===== src/rtl/f8_fetch_pkg.sv =====
// Shared types and helpers for the f8 instruction prefetch path: bank address
// mapping, fetch-word byte ordering and the byte-count type.
package f8_fetch_pkg;

    localparam logic [15:0] F8_RESET_PC = 16'h4000;

    // Wide enough for any legal queue depth (4..16).
    typedef logic [4:0] byte_count_t;

    typedef struct packed {
        logic [14:0] even;
        logic [14:0] odd;
    } bank_addr_t;

    // An odd start address takes its second byte from the next even word.
    function automatic bank_addr_t bank_addr(input logic [15:0] a);
        bank_addr_t r;
        r.odd  = a[15:1];
        r.even = a[0] ? a[15:1] + 15'd1 : a[15:1];
        return r;
    endfunction

    // Returns the two fetched bytes with the byte at address a in [7:0].
    function automatic logic [15:0] bank_order(input logic [15:0] a,
                                               input logic [7:0]  d_even,
                                               input logic [7:0]  d_odd);
        return a[0] ? {d_even, d_odd} : {d_odd, d_even};
    endfunction

endpackage


===== src/rtl/f8_byte_fifo.sv =====
// Circular byte queue: 2-byte push, 0..MAX_INST-byte pop, head peek window.
// Pointers wrap mod DEPTH so non-power-of-two depths are legal.
module f8_byte_fifo
    import f8_fetch_pkg::*;
#(
    parameter int unsigned DEPTH    = 6,
    parameter int unsigned MAX_INST = 3
) (
    input  logic                           clk,
    input  logic                           reset,
    input  logic                           clear,
    input  logic                           push,
    input  logic [15:0]                    push_data,
    input  logic [$clog2(MAX_INST+1)-1:0]  pop,
    output logic [8*MAX_INST-1:0]          peek,
    output byte_count_t                    count
);

    localparam int unsigned PW = $clog2(DEPTH);

    logic [7:0]    buf_q [DEPTH];
    logic [PW-1:0] head_q, head_d;
    logic [PW-1:0] tail_q, tail_d;
    byte_count_t   count_q, count_d;

    // p < DEPTH and inc <= DEPTH, so a single conditional subtract suffices.
    function automatic logic [PW-1:0] ptr_add(input logic [PW-1:0] p, input int unsigned inc);
        int unsigned s;
        s = 32'(p) + inc;
        if (s >= DEPTH) begin
            s = s - DEPTH;
        end
        return PW'(s);
    endfunction

    always_comb begin
        head_d  = head_q;
        tail_d  = tail_q;
        count_d = count_q;
        if (clear) begin
            head_d  = '0;
            tail_d  = '0;
            count_d = '0;
        end else begin
            head_d  = ptr_add(head_q, 32'(pop));
            if (push) begin
                tail_d = ptr_add(tail_q, 2);
            end
            count_d = count_q - byte_count_t'(pop) + (push ? byte_count_t'(2) : byte_count_t'(0));
        end
    end

    always_ff @(posedge clk) begin
        if (reset) begin
            head_q  <= '0;
            tail_q  <= '0;
            count_q <= '0;
        end else begin
            head_q  <= head_d;
            tail_q  <= tail_d;
            count_q <= count_d;
        end
    end

    always_ff @(posedge clk) begin
        if (push && !clear && !reset) begin
            buf_q[tail_q]             <= push_data[7:0];
            buf_q[ptr_add(tail_q, 1)] <= push_data[15:8];
        end
    end

    always_comb begin
        for (int i = 0; i < int'(MAX_INST); i++) begin
            if (int'(count_q) > i) begin
                peek[8*i +: 8] = buf_q[ptr_add(head_q, unsigned'(i))];
            end else begin
                peek[8*i +: 8] = 'x;
            end
        end
    end

    assign count = count_q;

    always_ff @(posedge clk) begin
        if (!reset && !clear && push) begin
            assert (32'(count_q) - 32'(pop) + 32'd2 <= DEPTH);
        end
    end

endmodule


===== src/rtl/f8_prefetch_queue.sv =====
// f8 instruction prefetch: 2-byte fetch per cycle from split even/odd banks into
// a byte queue, exposing up to MAX_INST head bytes and their PC to the decoder.
module f8_prefetch_queue
    import f8_fetch_pkg::*;
#(
    parameter int unsigned DEPTH    = 6,
    parameter int unsigned MAX_INST = 3,
    parameter logic [15:0] RESET_PC = F8_RESET_PC
) (
    input  logic                           clk,
    input  logic                           reset,
    output logic [14:0]                    mem_read_addr_even,
    input  logic [7:0]                     mem_read_data_even,
    output logic [14:0]                    mem_read_addr_odd,
    input  logic [7:0]                     mem_read_data_odd,
    input  logic                           redirect,
    input  logic [15:0]                    redirect_pc,
    input  logic [$clog2(MAX_INST+1)-1:0]  consume,
    output logic [8*MAX_INST-1:0]          inst_bytes,
    output logic [$clog2(MAX_INST+1)-1:0]  inst_avail,
    output logic [15:0]                    inst_pc
);

    localparam int unsigned AW = $clog2(MAX_INST + 1);

    logic [15:0]   fetch_addr_q, fetch_addr_d;
    logic [15:0]   inst_pc_q, inst_pc_d;
    logic          inflight_q, inflight_d;
    logic [15:0]   issue_addr;
    logic          issue;
    int            occupancy;
    bank_addr_t    banks;
    byte_count_t   count;
    logic [AW-1:0] pop;
    logic          push;
    logic [15:0]   push_data;

    always_comb begin
        issue_addr = (redirect && !reset) ? redirect_pc : fetch_addr_q;
        banks      = bank_addr(issue_addr);
        pop        = redirect ? '0 : consume;
        push       = inflight_q && !redirect && !reset;
        // fetch_addr only moves in steps of 2 since the last issue, so its LSB
        // still describes the alignment of the response arriving now.
        push_data  = bank_order(fetch_addr_q, mem_read_data_even, mem_read_data_odd);
        // Bytes held once the pending response lands, plus the 2 a new issue brings.
        occupancy  = int'(count) - int'(pop) + 2 * int'(inflight_q) + 2;
        issue      = !reset && (redirect || occupancy <= int'(DEPTH));
    end

    always_comb begin
        fetch_addr_d = fetch_addr_q;
        inst_pc_d    = inst_pc_q;
        inflight_d   = issue;
        if (redirect) begin
            fetch_addr_d = redirect_pc + 16'd2;
            inst_pc_d    = redirect_pc;
        end else begin
            if (issue) begin
                fetch_addr_d = fetch_addr_q + 16'd2;
            end
            inst_pc_d = inst_pc_q + 16'(consume);
        end
    end

    always_ff @(posedge clk) begin
        if (reset) begin
            fetch_addr_q <= RESET_PC;
            inst_pc_q    <= RESET_PC;
            inflight_q   <= 1'b0;
        end else begin
            fetch_addr_q <= fetch_addr_d;
            inst_pc_q    <= inst_pc_d;
            inflight_q   <= inflight_d;
        end
    end

    f8_byte_fifo #(
        .DEPTH    (DEPTH),
        .MAX_INST (MAX_INST)
    ) u_fifo (
        .clk       (clk),
        .reset     (reset),
        .clear     (redirect),
        .push      (push),
        .push_data (push_data),
        .pop       (pop),
        .peek      (inst_bytes),
        .count     (count)
    );

    assign mem_read_addr_even = banks.even;
    assign mem_read_addr_odd  = banks.odd;
    assign inst_pc            = inst_pc_q;
    assign inst_avail = (int'(count) > int'(MAX_INST)) ? AW'(MAX_INST) : AW'(count);

    always_ff @(posedge clk) begin
        if (!reset && !redirect) begin
            assert (consume <= inst_avail);
        end
    end

endmodule

===== config.mk =====
export PLATFORM = sky130hd
export DESIGN_NAME = f8_prefetch_queue
export DESIGN_NICKNAME = d
export VERILOG_FILES = /design/src/rtl/f8_fetch_pkg.sv /design/src/rtl/f8_byte_fifo.sv /design/src/rtl/f8_prefetch_queue.sv
export SDC_FILE = /design/constraint.sdc
export NUM_CORES = 1
export LEC_CHECK = 0
export CAP_MARGIN = 20
export CORE_ASPECT_RATIO = 0.9
export CORE_MARGIN = 10
export CORE_UTILIZATION = 50
export CTS_CLUSTER_DIAMETER = 50
export DETAILED_ROUTE_END_ITERATION = 6
export PLACE_DENSITY = 0.76
export SLEW_MARGIN = 20
export SYNTH_ARGS = -nofsm -noshare
export SYNTH_HDL_FRONTEND = slang
export SYNTH_SLANG_ARGS = --single-unit

===== constraint.sdc =====
create_clock -name clk -period 11.2 [get_ports clk]
set_input_delay 2.24 -clock clk [delete_from_list [all_inputs] [get_ports clk]]
set_output_delay 2.24 -clock clk [all_outputs]
set_load 0.02 [all_outputs]

* Word-level counts from Yosys, hierarchy flattened *
Memory sizes are Yosys's and may differ from the RTL's.
Cells that the tools add are included.

operators by class
  multiply operators = 0
  mux-type cells = 24
  add/subtract/negate cells = 20
  shift operators = 0
  div/mod/pow operators = 0
  bitwise gates (word level) = 0
  equal/unequal tests = 0
  reduce and logical (&&, ||, !) cells = 11
  order comparisons = 11

operators by type and width
  operator               number
  $mux 16                5
  $add 16x2->16 const B  2
  $mux 3                 10
  $mux 8                 3
  $ge 4x3->1 const B     5
  $sub 3x3->3 const B    6
  $add 16x2->16          1
  $add 15x1->15 const B  1
  $mux 15                1
  $gt 5x1->1 const B     2
  $gt 5x2->1 const B     2
  $add 3x1->4 const B    2
  $add 3x2->4 const B    2
  $add 7x3->8 const B    1
  $le 8x4->1 const B     1
  $add 6x3->7            1
  $logic_and 1x1->1      6
  $mux 2                 3
  $sub 5x2->6            1
  $add 5x5->5            1
  $sub 5x2->5            1
  $add 3x2->4            1
  $ge 3x3->1 const B     1
  $logic_not 1->1        2
  other kinds (4)        5

storage, ports and cells
  RAM bits = 48
  bits in latches = 0
  output and inout port bits = 72
  flip-flop bits (word level) = 44
  word-level logic and storage cells = 73
  memories = 1
  input bits = 37
  ROM bits = 0

memory list
  name          words  width  rd ports  clocked after memory_dff  write ports  RTL line            source
  u_fifo.buf_q  6      8      3         0                         2            f8_byte_fifo.sv:21  logic [7:0] buf_q [DEPTH];

* Logic depth before layout (Yosys ltp) *
  depth in word-level cells = 9
  mapped depth = 20
  depth with buffers taken out = 15

* Hierarchy *
A second synthesis with hierarchy kept.

unflattened totals
  cell total of the unflattened synthesis = 678
  area, all modules = 6422.4 um2

by module, submodules not included
  module             cells each  instances  area each (um2)
  f8_byte_fifo       284         1          3384.5
  f8_prefetch_queue  394         1          3037.9

* Least setup slack after synthesis *
No wires, ideal clock.

  path kind = input-to-output
  from = input reset
  to = output mem_read_addr_even[10]
  buffers on the path = 2
  slack = 4759 ps
  required time = 8960 ps
  arrival time = 4201 ps
  stages on the path = 11
  cells stage by stage = buf_2 > nor2b_1 > buf_4 > mux2i_1 > inv_1 > ha_1 > nand2b_1 > nor3_1 > nand3_1 > nor2_1 > xor2_1

between the ends
  cells in the longest elaborated chain, start to end = 5

ends and longest elaborated chain
  item                            RTL line                 source
  from (decl)                     f8_prefetch_queue.sv:11  input logic reset,
  $logic_not 1->1                 f8_prefetch_queue.sv:39  issue_addr = (redirect && !reset) ? redirect_pc : fetch_addr_q;
  $logic_and 1x1->1               f8_prefetch_queue.sv:39
  $mux 16                         f8_prefetch_queue.sv:39
  named net mem_read_addr_odd[0]  f8_prefetch_queue.sv:14  output logic [14:0] mem_read_addr_odd,
  $add 15x1->15                   f8_fetch_pkg.sv:19       r.even = a[0] ? a[15:1] + 15'd1 : a[15:1];
  $mux 15                         f8_fetch_pkg.sv:19
  to (decl)                       f8_prefetch_queue.sv:12  output logic [14:0] mem_read_addr_even,

The timed path passes the listed nets, and every way through them passes these cells.

* Worst setup path after layout *
  from = input redirect
  to = output mem_read_addr_even[14]

between the ends
  cells in the longest elaborated chain, start to end = 4

ends and longest elaborated chain
  item                   RTL line                 source
  from (decl)            f8_prefetch_queue.sv:16  input logic redirect,
  $logic_and 1x1->1 (*)  f8_prefetch_queue.sv:39
  $mux 16 (*)            f8_prefetch_queue.sv:39
  $add 15x1->15          f8_fetch_pkg.sv:19
  $mux 15 (*)            f8_fetch_pkg.sv:19

Every way passes the cells marked *; elsewhere a longest branch is shown, timed or not.

==> results.cfg <==
[timing]
worst_slew_pin_slew_ps = 1020
fin_tns_setup_ps = 0
post-route-period-util_pct = 74.4
hold_violations = 0
skew_ps = 7.57
max_slew_margin_pct = 31.7
min_period_ps = 8330
timing.fmax_ghz = 0.120
rsz0062_at_grt = no
slew_violations = 0
setup_viol = 0

[final_layout]
fillers = 974
nNetsFinal = 834
antenna_cells = 0
fin_util_pct = 63.7
final_layout_size_suffix_gt1_share_pct = 9.00
layout_common_cells = 108 x clkdlybuf4s50_1, 82 x nand2_1, 52 x nor2_1
layout_commonest_cell = clkdlybuf4s50_1
area_growth_pct = 23.4

[critical_path]
required_ps = 8960
path_common_cell = clkdlybuf4s50_1
crit_type = in2out
cpPeakStageDelay_ps = 840
critPathSlowestCell = clkdlybuf4s50_1
worstSetupEndpointType = output pin
crit_arrival_ps = 6090
path_max_fanout = 26
crit_chain = clkdlybuf4s50_1 > nand2b_1 > o21ai_0 > nand2_1 > nor4_1 > xor2_1 > clkdlybuf4s50_1
cp-start-kind = primary input

[pwr]
power_frac_clock_pct = 28.0
sw_frac_of_total_pct = 34.2
p_per_area_nw_per_um2 = 131
combPwrFrac_pct = 33.0
p_seq_share_pct = 39.0
p_sw_uw = 348
p_int_uw = 669
leakagePower_uw = 0.00289
vdd_drop_max_mv = 0.0725

[clock_network]
cts_sinks = 91
post_cts_buffers = 0
cts_buffer_depth = 2
clk_pin_slew_ps = 70
post_cts_resized = 0
insertion_delay_ps = 350
clock-root-buffer = clkbuf_16
ctsHoldBuffers = 0
cts_buffers = 9
cts_tree = built
cts_max_level = 3

[synth]
async_flop_share_pct = 0
syn_area_sq_um = 6310
ys_seq_elements = 91
synth_nets = 742
syn_inst = 670
yosysSeqAreaShare_pct = 36.5
synth_edf_count = 48
synthFlopType = edfxtp_1
synth_top_area_share_pct = 22.9
avgSynthCellArea_sq_um = 9.41
yosysTopAreaCell = edfxtp_1
synthDistinctLibCells = 59
ys_warn_count = 0
synthTopCellsByArea = edfxtp_1 23%, dfxtp_1 14%, mux2i_1 6.0%

[floorplanning]
die_w_um = 138
die_area_sq_um = 17500
start_util_pct = 51.6
core_sq_um = 12200
pin_count = 109
dieHeight_um = 127
rows = 38

[route]
dr_total_vias = 5461
drt_wl_total_um = 17600
ant_nets = 0
routedWlPerCell_um = 19.0
vias_per_cell = 5.89
drc = 0
first_iter_violations = 393
first_pass_iters = 5

[worst_hold_path]
worst_hold_path_type = reg2reg

[outcome]
status = finished clean

[global_route]
grt_pass1_vias = 5545
antenna_found_initial = 0
gr-usage-all-layers_pct = 19.3
grt_max_degree = 46
globalRouteOverflowTotal = 0
grt_pass1_wl_um = 28000

[place]
dp_hpwl_um = 13100
portBuffers = 108
globalplace.congestion = 0.930

[run]
maxCapViolations = 0
[critical path, delay by kind of cell]
kind | cells | cell delay [ps]
simple gates | 3 | 1510
xor+xnor | 1 | 200
compound gates | 1 | 670
buf+inv | 2 | 1470
[power by group through the flow]
stage	registers [uW]	logic, uW	clock network, uW
after floorplan	398	208	0
after global placement	402	319	0
after detailed placement	403	329	0
after CTS	395	332	287
after global routing	398	365	302
final	396	336	285
[metrics by stage]
step,instances,instance area (sq um),hold slack (ps),setup WS (ps),power (uW)
CTS,926,7760,581,3020,1010
floorplan,670,6310,505,4760,607
global route,927,7780,621,2520,1070
detailed placement,910,7480,563,3010,731
global placement,910,7480,555,3140,721
finish,927,7780,575,2870,1020
[kinds of logic (layout without fill, tap and decap cells)]
| family | after synthesis | count (layout) | share of synthesized area [%] |
|---|---|---|---|
| AND/OR/NAND/NOR | 218 | 218 | 16.3 |
| flip-flops | 91 | 91 | 36.5 |
| adder cells (fa/ha/maj) | 35 | 35 | 7.54 |
| XOR/XNOR | 56 | 56 | 7.78 |
| multiplexers | 71 | 71 | 14.8 |
| buffers and inverters | 71 | 168 | 4.62 |
| AO/OA/AOI/OAI | 128 | 128 | 12.4 |
[Yosys cell counts (all sizes together) (7+ instances only)]
cell    number
buf         17
mux2        17
and3         9
xor2        33
o211ai       9
o22ai        8
mux2i       38
ha          30
mux4        16
nand2       82
nor2b        7
nand4        8
nand3       21
inv         37
o21ai       48
and2         7
edfxtp      48
clkbuf      17
nor3         8
xnor2       23
a21oi       39
dfxtp       43
nor2        52
[final timing paths]
kind	from	end	slack, ps	cells past startpoint
max reg2reg	u_fifo.count[0]	fetch_addr_q[12]	7570	15
min	u_fifo.head_q[0]	u_fifo.head_q[0]	570	2
min reg2reg	u_fifo.head_q[0]	u_fifo.head_q[0]	570	2
max	redirect	mem_read_addr_even[14]	2870	7
[flip-flops by register name, summed over array words and instances, names as in the netlist]
register	flops
fetch_addr_q	16
inflight_q	1
inst_pc	16
u_fifo.head_q	3
u_fifo.tail_q	2
u_fifo.buf_q	48
u_fifo.count	5
[cell type report]
cell class / instances / area, sq um / share of cell area (%)
timing repair buffer: 115 / 1140 / 14.6
clock inverter: 7 / 50.0 / 0.643
sequential: 91 / 2300 / 29.6
tap: 160 / 200 / 2.57
inverter: 37 / 139 / 1.78
multi-input combinational: 508 / 3730 / 47.9
clock buffer: 9 / 225 / 2.89
[routing by layer]
layer / part of all wire [%] / GRT usage, % / vias to the layer above
met5: 0 / 0 / -
met4: 1.8 / 6.69 / 0
met3: 7.1 / 5.82 / 30
met2: 48 / 32.2 / 193
met1: 43 / 23.3 / 2670
li1: - / - / 2568
Note: power is estimated with default switching activity, not from simulation.
